<file path="src/rtl/imm_extend_stage.sv">
// -----------------------------------------------------------------------------
// imm_extend_stage
//
// Registered, flow-controlled immediate generator sitting between decode and
// the register-read stage. Each accepted beat carries a 32-bit instruction and
// an immediate-type select. One cycle later the stage presents the XLEN-wide
// extended immediate together with the unchanged sideband tag (normally the PC).
//
// Two beat slots are used: the output slot and a skid slot behind it. in_ready
// comes straight from the skid-valid register, so there is no combinational
// path from out_ready to in_ready. The stage still sustains one beat per cycle
// under intermittent backpressure.
//
// Configuration macro:
//   CSR_IMM_EN  defined   : select 6 gives the zero-extended CSR address
//                           instr[31:20]. Select 7 gives the zero-extended
//                           uimm instr[19:15].
//               undefined : selects 6 and 7 produce out_imm = 0 and
//                           out_illegal = 1. The beat still flows normally.
//
// Parameters:
//   XLEN   datapath width, 32 or 64 only
//   TAG_W  sideband tag width
//
// Ports:
//   clk          clock, all state updates on the rising edge
//   reset        synchronous active-high reset (clears data registers too)
//   flush        synchronous, drops every buffered beat (data registers kept)
//   in_valid     upstream beat valid
//   in_ready     stage can accept a beat this cycle (registered)
//   in_instr     raw instruction word
//   in_imm_src   0=I 1=Shamt 2=S 3=U 4=J 5=B 6=CSR address 7=CSR uimm
//   in_tag       sideband tag, returned unchanged
//   out_valid    output beat valid
//   out_ready    downstream accepts the output beat
//   out_imm      extended immediate
//   out_tag      tag of the output beat
//   out_illegal  in_imm_src is unsupported in this build (out_imm is then 0)
// -----------------------------------------------------------------------------
module imm_extend_stage #(
  parameter int XLEN  = 32,
  parameter int TAG_W = 32
) (
  input  logic             clk,
  input  logic             reset,
  input  logic             flush,
  input  logic             in_valid,
  output logic             in_ready,
  input  logic [31:0]      in_instr,
  input  logic [2:0]       in_imm_src,
  input  logic [TAG_W-1:0] in_tag,
  output logic             out_valid,
  input  logic             out_ready,
  output logic [XLEN-1:0]  out_imm,
  output logic [TAG_W-1:0] out_tag,
  output logic             out_illegal
);

  // Width of the shift-amount field: 5 bits for RV32, 6 bits for RV64.
  localparam int SHW = $clog2(XLEN);

  typedef enum logic [2:0] {
    SRC_I      = 3'd0,
    SRC_SHAMT  = 3'd1,
    SRC_S      = 3'd2,
    SRC_U      = 3'd3,
    SRC_J      = 3'd4,
    SRC_B      = 3'd5,
    SRC_CSRADR = 3'd6,
    SRC_CSRVAL = 3'd7
  } imm_src_e;

  // Every format is first assembled as a 32-bit signed value. It is then
  // sign-extended to XLEN. For RV64 this makes U-type extend from bit 31.
  function automatic logic [XLEN-1:0] sext32(input logic [31:0] v);
    return XLEN'($signed(v));
  endfunction

  // ---------------------------------------------------------------------------
  // Immediate decode of the incoming beat
  // ---------------------------------------------------------------------------
  logic [XLEN-1:0] imm_new;
  logic            ill_new;

  // NOTE: every signal written in always_comb gets a default first so that no
  // path leaves it unassigned, which would otherwise infer a latch.
  always_comb begin
    imm_new = '0;
    ill_new = 1'b0;
    case (imm_src_e'(in_imm_src))
      SRC_I:     imm_new = sext32({{20{in_instr[31]}}, in_instr[31:20]});
      SRC_SHAMT: imm_new = XLEN'(in_instr[20 +: SHW]);
      SRC_S:     imm_new = sext32({{20{in_instr[31]}}, in_instr[31:25], in_instr[11:7]});
      SRC_U:     imm_new = sext32({in_instr[31:12], 12'b0});
      SRC_J:     imm_new = sext32({{11{in_instr[31]}}, in_instr[31], in_instr[19:12],
                                   in_instr[20], in_instr[30:21], 1'b0});
      SRC_B:     imm_new = sext32({{19{in_instr[31]}}, in_instr[31], in_instr[7],
                                   in_instr[30:25], in_instr[11:8], 1'b0});
`ifdef CSR_IMM_EN
      SRC_CSRADR: imm_new = XLEN'(in_instr[31:20]);
      SRC_CSRVAL: imm_new = XLEN'(in_instr[19:15]);
`else
      SRC_CSRADR: ill_new = 1'b1;
      SRC_CSRVAL: ill_new = 1'b1;
`endif
      default:   ill_new = 1'b0;
    endcase
  end

  // The opcode field never contributes to any immediate.
  logic unused_opcode;
  assign unused_opcode = ^in_instr[6:0];

  // ---------------------------------------------------------------------------
  // Output slot and skid slot
  // ---------------------------------------------------------------------------
  logic             out_valid_q;
  logic [XLEN-1:0]  out_imm_q;
  logic [TAG_W-1:0] out_tag_q;
  logic             out_ill_q;

  logic             skid_valid_q;
  logic [XLEN-1:0]  skid_imm_q;
  logic [TAG_W-1:0] skid_tag_q;
  logic             skid_ill_q;

  logic accept;

  assign in_ready = !skid_valid_q;
  assign accept   = in_valid && !skid_valid_q;

  // NOTE: sequential state uses non-blocking assignments only. All registers
  // then update together from pre-edge values, which keeps the slots ordered.
  always_ff @(posedge clk) begin
    if (reset) begin
      // NOTE: data registers are cleared here, not only the valid bits,
      // because out_imm/out_tag/out_illegal must read as zero after reset.
      out_valid_q  <= 1'b0;
      out_imm_q    <= '0;
      out_tag_q    <= '0;
      out_ill_q    <= 1'b0;
      skid_valid_q <= 1'b0;
      skid_imm_q   <= '0;
      skid_tag_q   <= '0;
      skid_ill_q   <= 1'b0;
    end else if (flush) begin
      // A beat offered in the same cycle is dropped as well.
      out_valid_q  <= 1'b0;
      skid_valid_q <= 1'b0;
    end else if (skid_valid_q) begin
      // Skid full implies the output slot is full and in_ready is low.
      // The older skid beat advances as soon as the output drains.
      if (out_ready) begin
        out_imm_q    <= skid_imm_q;
        out_tag_q    <= skid_tag_q;
        out_ill_q    <= skid_ill_q;
        skid_valid_q <= 1'b0;
      end
    end else if (accept) begin
      if (!out_valid_q || out_ready) begin
        // Output slot is empty or draining this cycle, so the new beat takes it.
        out_valid_q <= 1'b1;
        out_imm_q   <= imm_new;
        out_tag_q   <= in_tag;
        out_ill_q   <= ill_new;
      end else begin
        skid_valid_q <= 1'b1;
        skid_imm_q   <= imm_new;
        skid_tag_q   <= in_tag;
        skid_ill_q   <= ill_new;
      end
    end else if (out_ready) begin
      out_valid_q <= 1'b0;
    end
  end

  assign out_valid   = out_valid_q;
  assign out_imm     = out_imm_q;
  assign out_tag     = out_tag_q;
  assign out_illegal = out_ill_q;

endmodule
</file>
<file path="config.mk">
export PLATFORM = sky130hd
export DESIGN_NAME = imm_extend_stage
export DESIGN_NICKNAME = d
export VERILOG_FILES = /design/src/rtl/imm_extend_stage.sv
export SDC_FILE = /design/constraint.sdc
export NUM_CORES = 1
export LEC_CHECK = 0
export CAP_MARGIN = 20
export CELL_PAD_IN_SITES_DETAIL_PLACEMENT = 0
export CELL_PAD_IN_SITES_GLOBAL_PLACEMENT = 1
export CORE_ASPECT_RATIO = 0.7
export CORE_UTILIZATION = 37
export DETAILED_ROUTE_END_ITERATION = 12
export PLACE_DENSITY = 0.83
export RECOVER_POWER = 25
export SLEW_MARGIN = 20
export SYNTH_ARGS = -nofsm -noshare
export SYNTH_HDL_FRONTEND = slang
export SYNTH_SLANG_ARGS = --single-unit
</file>
<file path="constraint.sdc">
create_clock -name clk -period 1.8 [get_ports clk]
set_input_delay 0.36 -clock clk [delete_from_list [all_inputs] [get_ports clk]]
set_output_delay 0.36 -clock clk [all_outputs]
set_load 0.02 [all_outputs]
</file>
## After elaboration in Yosys (flattened, before gate mapping)

Index checks and enable logic that the tools add are counted.

- Bitwise logic cells: 3
- Muxes and demuxes: 21
- Equal/unequal tests: 9
- Reductions and logical operators: 13

Operators by type and width:

| operator | number |
|---|---|
| $mux 32 | 8 |
| $pmux 32 s6 | 1 |
| $eq 3x3->1 const B | 4 |
| $mux 1 | 12 |
| $reduce_and 4->1 | 2 |
| $eq 3x2->1 const B | 2 |
| $reduce_bool 2->1 | 3 |
| $reduce_or 2->1 | 2 |
| $eq 3x1->1 const B | 1 |
| $logic_not 3->1 | 1 |
| $not 1->1 | 3 |
| $reduce_and 3->1 | 1 |
| $logic_not 1->1 | 2 |
| $ne 2x1->1 const B | 1 |
| $ne 2x2->1 const B | 1 |
| $logic_and 1x1->1 | 1 |
| $logic_or 1x1->1 | 1 |

- Word-level logic and storage cells: 54
- Bits in registers: 132
- Output and inout bits: 67

## Longest topological paths before layout

- Depth after elaboration: 6
- Gate-level depth with buffers: 7
- Gate-level depth less buffers: 4

## Worst setup path after synthesis

Ideal clock, no wire load.

- Path kind: reg2reg
- Start: reg out_valid_q, in the netlist out_valid
- End: reg out_tag_q[12], in the netlist out_tag[12]
- Slack: 324 ps
- Buffers on the path: 3
- Data arrival time: 1,394 ps
- Data required time: 1,719 ps
- Setup time: 81 ps
- Cell stages (with the launch flop): 7
- Cell sequence: dfxtp_1 -> nor2_1 -> o221a_1 -> buf_2 -> buf_6 -> buf_4 -> a211oi_2

- Word-level cells in the longest chain between the ends: 4

RTL lines:

| element | RTL line | RTL |
|---|---|---|
| start: declaration | 117 | `logic out_valid_q;` |
| start signal: assignment | 138 | `out_valid_q <= 1'b0;` |
| start signal: assignment | 148 | `out_valid_q <= 1'b0;` |
| start signal: assignment | 162 | `out_valid_q <= 1'b1;` |
| $logic_not 1->1 | 160 | `if (!out_valid_q \|\| out_ready) begin` |
| $logic_or 1x1->1 | 160 |  |
| $reduce_bool 2->1 (no line) | n/a |  |
| $reduce_and 4->1 (no line) | n/a |  |
| end signal: assignment | 155 | `out_tag_q <= skid_tag_q;` |
| end signal: assignment | 164 | `out_tag_q <= in_tag;` |
| end: declaration | 119 | `logic [TAG_W-1:0] out_tag_q;` |

Every way passes these cells.
A chain may end at the register's enable or synchronous reset.

## Final worst setup path

- Start: reg out_tag_q[3], in the netlist out_tag[3]
- End: out out_tag[3]

RTL lines:

| element | RTL line | RTL |
|---|---|---|
| end: declaration | 55 | `output logic [TAG_W-1:0] out_tag,` |

No word-level cell between the ends.

==> metrics.md <==
| Metric | Value |
|---|---|
| Run status | complete, no violations |
| Detailed Route Iter0 Violations | roughly 270 |
| Yosys reg bits | 132 |
| Initial Utilization | 0.387 |
| Fillers | ~1.5k |
| Fin Clk Skew | a little over 8 ps |
| Post-Place Cells | just over 1k |
| Final Non-Filler Cells | about 1.1k |
| Crit path DAT | between 1000 and 1500 ps |
| Register area | 0.00265 mm² |
| Number of global-route vias before repair | around 5.4k |
| Met2 GRT Util | 0.318 |
| Final setup margin | ~29 ps |
| PortBufs | 131 |
| Num rows | 38 |
| Hold_sp | reset |
| Synth cell types | 40 |
| CP max-delay cell | clkdlybuf4s50_1 |
| Setup violations, final | 0 |
| Vias/cell | between 5 and 6 |
| Ports | between 100 and 150 |
| Number of setup buffers added after CTS | 0 |
| CP startpoint | out_tag[3] |
| Worst-Margin Slew | 614 ps |
| Met3 Use GR | 0.0548 |
| Critical path's top delay family | buffers and inverters |
| Sequential fraction of the synthesis area | 0.433 |
| Clock tree buffer depth | 2 |
| Worst Setup Start Kind | flip-flop |
| Fmax | around 560 MHz |
| Via Count | roughly 5.5k |
| Worst setup path class | reg -> out |
| Fin crit period | about 1800 ps |
| Slew Limit Fails | 0 |
| Htree depth | 4 |
| Share of cells above drive strength 1 | 0.127 |
| Clock Sinks | ~130 |
| Initial antenna violation count | 0 |
| Hold Crit Class | in -> reg |
| Overall Global Routing Usage | 0.202 |
| First-pass GRT wire length | 26800 µm |
| Pin count of the biggest net entering global routing | 49 |
| Ant diodes | 0 |
| Critical Path Max Stage Delay | approximately 620 ps |
| Commonest non-fill, non-tap cell in the layout | dfxtp_1 |
| DRC | 0 |
| PostCTS Resize Cnt | 2 |
| Worst Path Buf+Inv | 1 |
| TritonCTS clock tree | built |
| Root buffer selected by CTS | clkbuf_16 |
| Antenna Nets Post-Route | 0 |
| Fin. Hold Viols | 0 |
| Synthesized area | slightly above 0.006 mm² |
| Post-CTS Hold Buffers | 0 |
| WL per Instance | about 15 µm |
| Yosys warns | 0 |
| Most frequent cells in the layout | dfxtp_1, clkdlybuf4s50_1, nand2_1 |
| Die X | about 160 µm |
| Lkg Pwr | between 0.002 and 0.003 µW |
| Avg Inst Size Synth | 8.60 µm² |
| Critical Path RT | around 1400 ps |
| Max FO, Critical Path | 2 |
| Max Cap Viol | 0 |
| GRT overflow | 0 |
| Core Region | between 0.015 and 0.02 mm² |
| Clk_lat worst skew | ~420 ps |
| Crit Reg-Reg Startpoint | out_valid |
| Total chip power | ~7500 µW |
| Chip Height | 109 µm |
| Worst slack, placed | -245 ps |
| Nets | ~900 |
| Area Overhead vs Synth | 35.1% |
| Period utilization | 0.984 |
| PD cells | a little over 900 mW/mm² |
| Footprint of the multi-input gates | between 0.003 and 0.004 mm² |
| Max_slew headroom | 0.591 |
| Pre-Repair DR Iteration Count | 5 |
| Post-Synthesis Net Count | 782 |
| CP Capture Type | output pin |
| Routed WL | approximately 16000 µm |
| Cells after synthesis | 710 |
| Met1 GRT Util | 0.261 |
| Clock transition at the registers of the reported paths | 60 ps |
| Gp weighted congestion | slightly below 0.8 |
| Die area | 0.0170 mm² |
| Critical path cell sequence | clkdlybuf4s50_1 |
| Busiest grt layer | met2 |
| Final HPWL DP | 11100 µm |
| Total CTS buffers | 17 |
| Max rail drop VDD | between 500 and 600 µV |
metal layers:
metal	up-vias	wire, µm
met3	24	889
li1	2720	-
met4	0	276
met2	146	7270
met5	-	0
met1	2605	7900
worst paths after layout:
| check | cells past startpoint | slack, ps | to |
|---|---|---|---|
| min reg2reg | 2 | 450 | out_imm[15] |
| max reg2reg | 5 | 180 | out_imm[10] |
| min | 2 | 420 | skid_imm_q[9] |
| max | 1 | 30 | out_tag[3] |
where the power goes:
| part | internal (µW) | switching [µW] |
|---|---|---|
| Clock | 2120 | 1310 |
| Combinational | 486 | 530 |
| Sequential | 3020 | 57.4 |
cells in the mapped netlist, drive strengths merged:
master	number	area share
or4	2	0.0037
or3	1	0.0010
nor3	30	0.025
a311oi	1	0.0014
nor3b	4	0.0049
o21ai	3	0.0025
buf	45	0.051
nor2	99	0.061
a21oi	60	0.049
inv	2	0.0012
nand3	15	0.012
nand2	104	0.064
and4b	2	0.0033
dfxtp	132	0.43
clkbuf	25	0.015
nor4bb	3	0.0049
o221ai	9	0.014
nand4b	4	0.0057
and2	7	0.0072
o221a	1	0.0018
nand2b	24	0.025
a221oi	6	0.0086
nor4	1	0.0010
a211oi	36	0.061
mux2i	48	0.079
nand3b	3	0.0037
a21o	1	0.0012
o211ai	35	0.052
or3b	2	0.0029
and3	4	0.0041
nor2b	1	0.0010
state kept, by name, summed over array words and instances, names as in the netlist:
| name | cells |
|---|---|
| out_imm | 32 |
| out_tag | 32 |
| skid_imm_q | 32 |
| skid_tag_q | 32 |
| out_illegal | 1 |
| out_valid | 1 |
| skid_ill_q | 1 |
| skid_valid_q | 1 |
layout make-up:
class                           count  share of cell area
Multi-Input combinational cell    506               0.369
Sequential cell                   132               0.321
Timing Repair Buffer              172               0.205
Clock inverter                     12              0.0158
Clock buffer                       20              0.0555
Tap cell                          220              0.0334
Inverter                            2            0.000910
cell families (layout without fill, tap and decap cells):
family                 count (synthesis)  after routing  synth area share
AND/OR/NAND/NOR                      306            306             0.230
AO/OA/AOI/OAI                        152            152             0.191
flip-flops                           132            132             0.433
buffers and inverters                 72            206            0.0672
multiplexers                          48             48            0.0787
stage by stage:
stage / cell area, µm² / hold slack, ps / utilization / setup TNS, ps
final: 8250 / 424 / 0.522 / 0
after global placement: 7730 / 441 / 0.490 / -11690
after CTS: 8320 / 393 / 0.527 / 0
after floorplan: 6100 / 436 / - / 0
after global routing: 8250 / 427 / 0.522 / -15.3
after detailed placement: 7730 / 447 / 0.490 / -15590
Power figures use the tool's default switching activity.
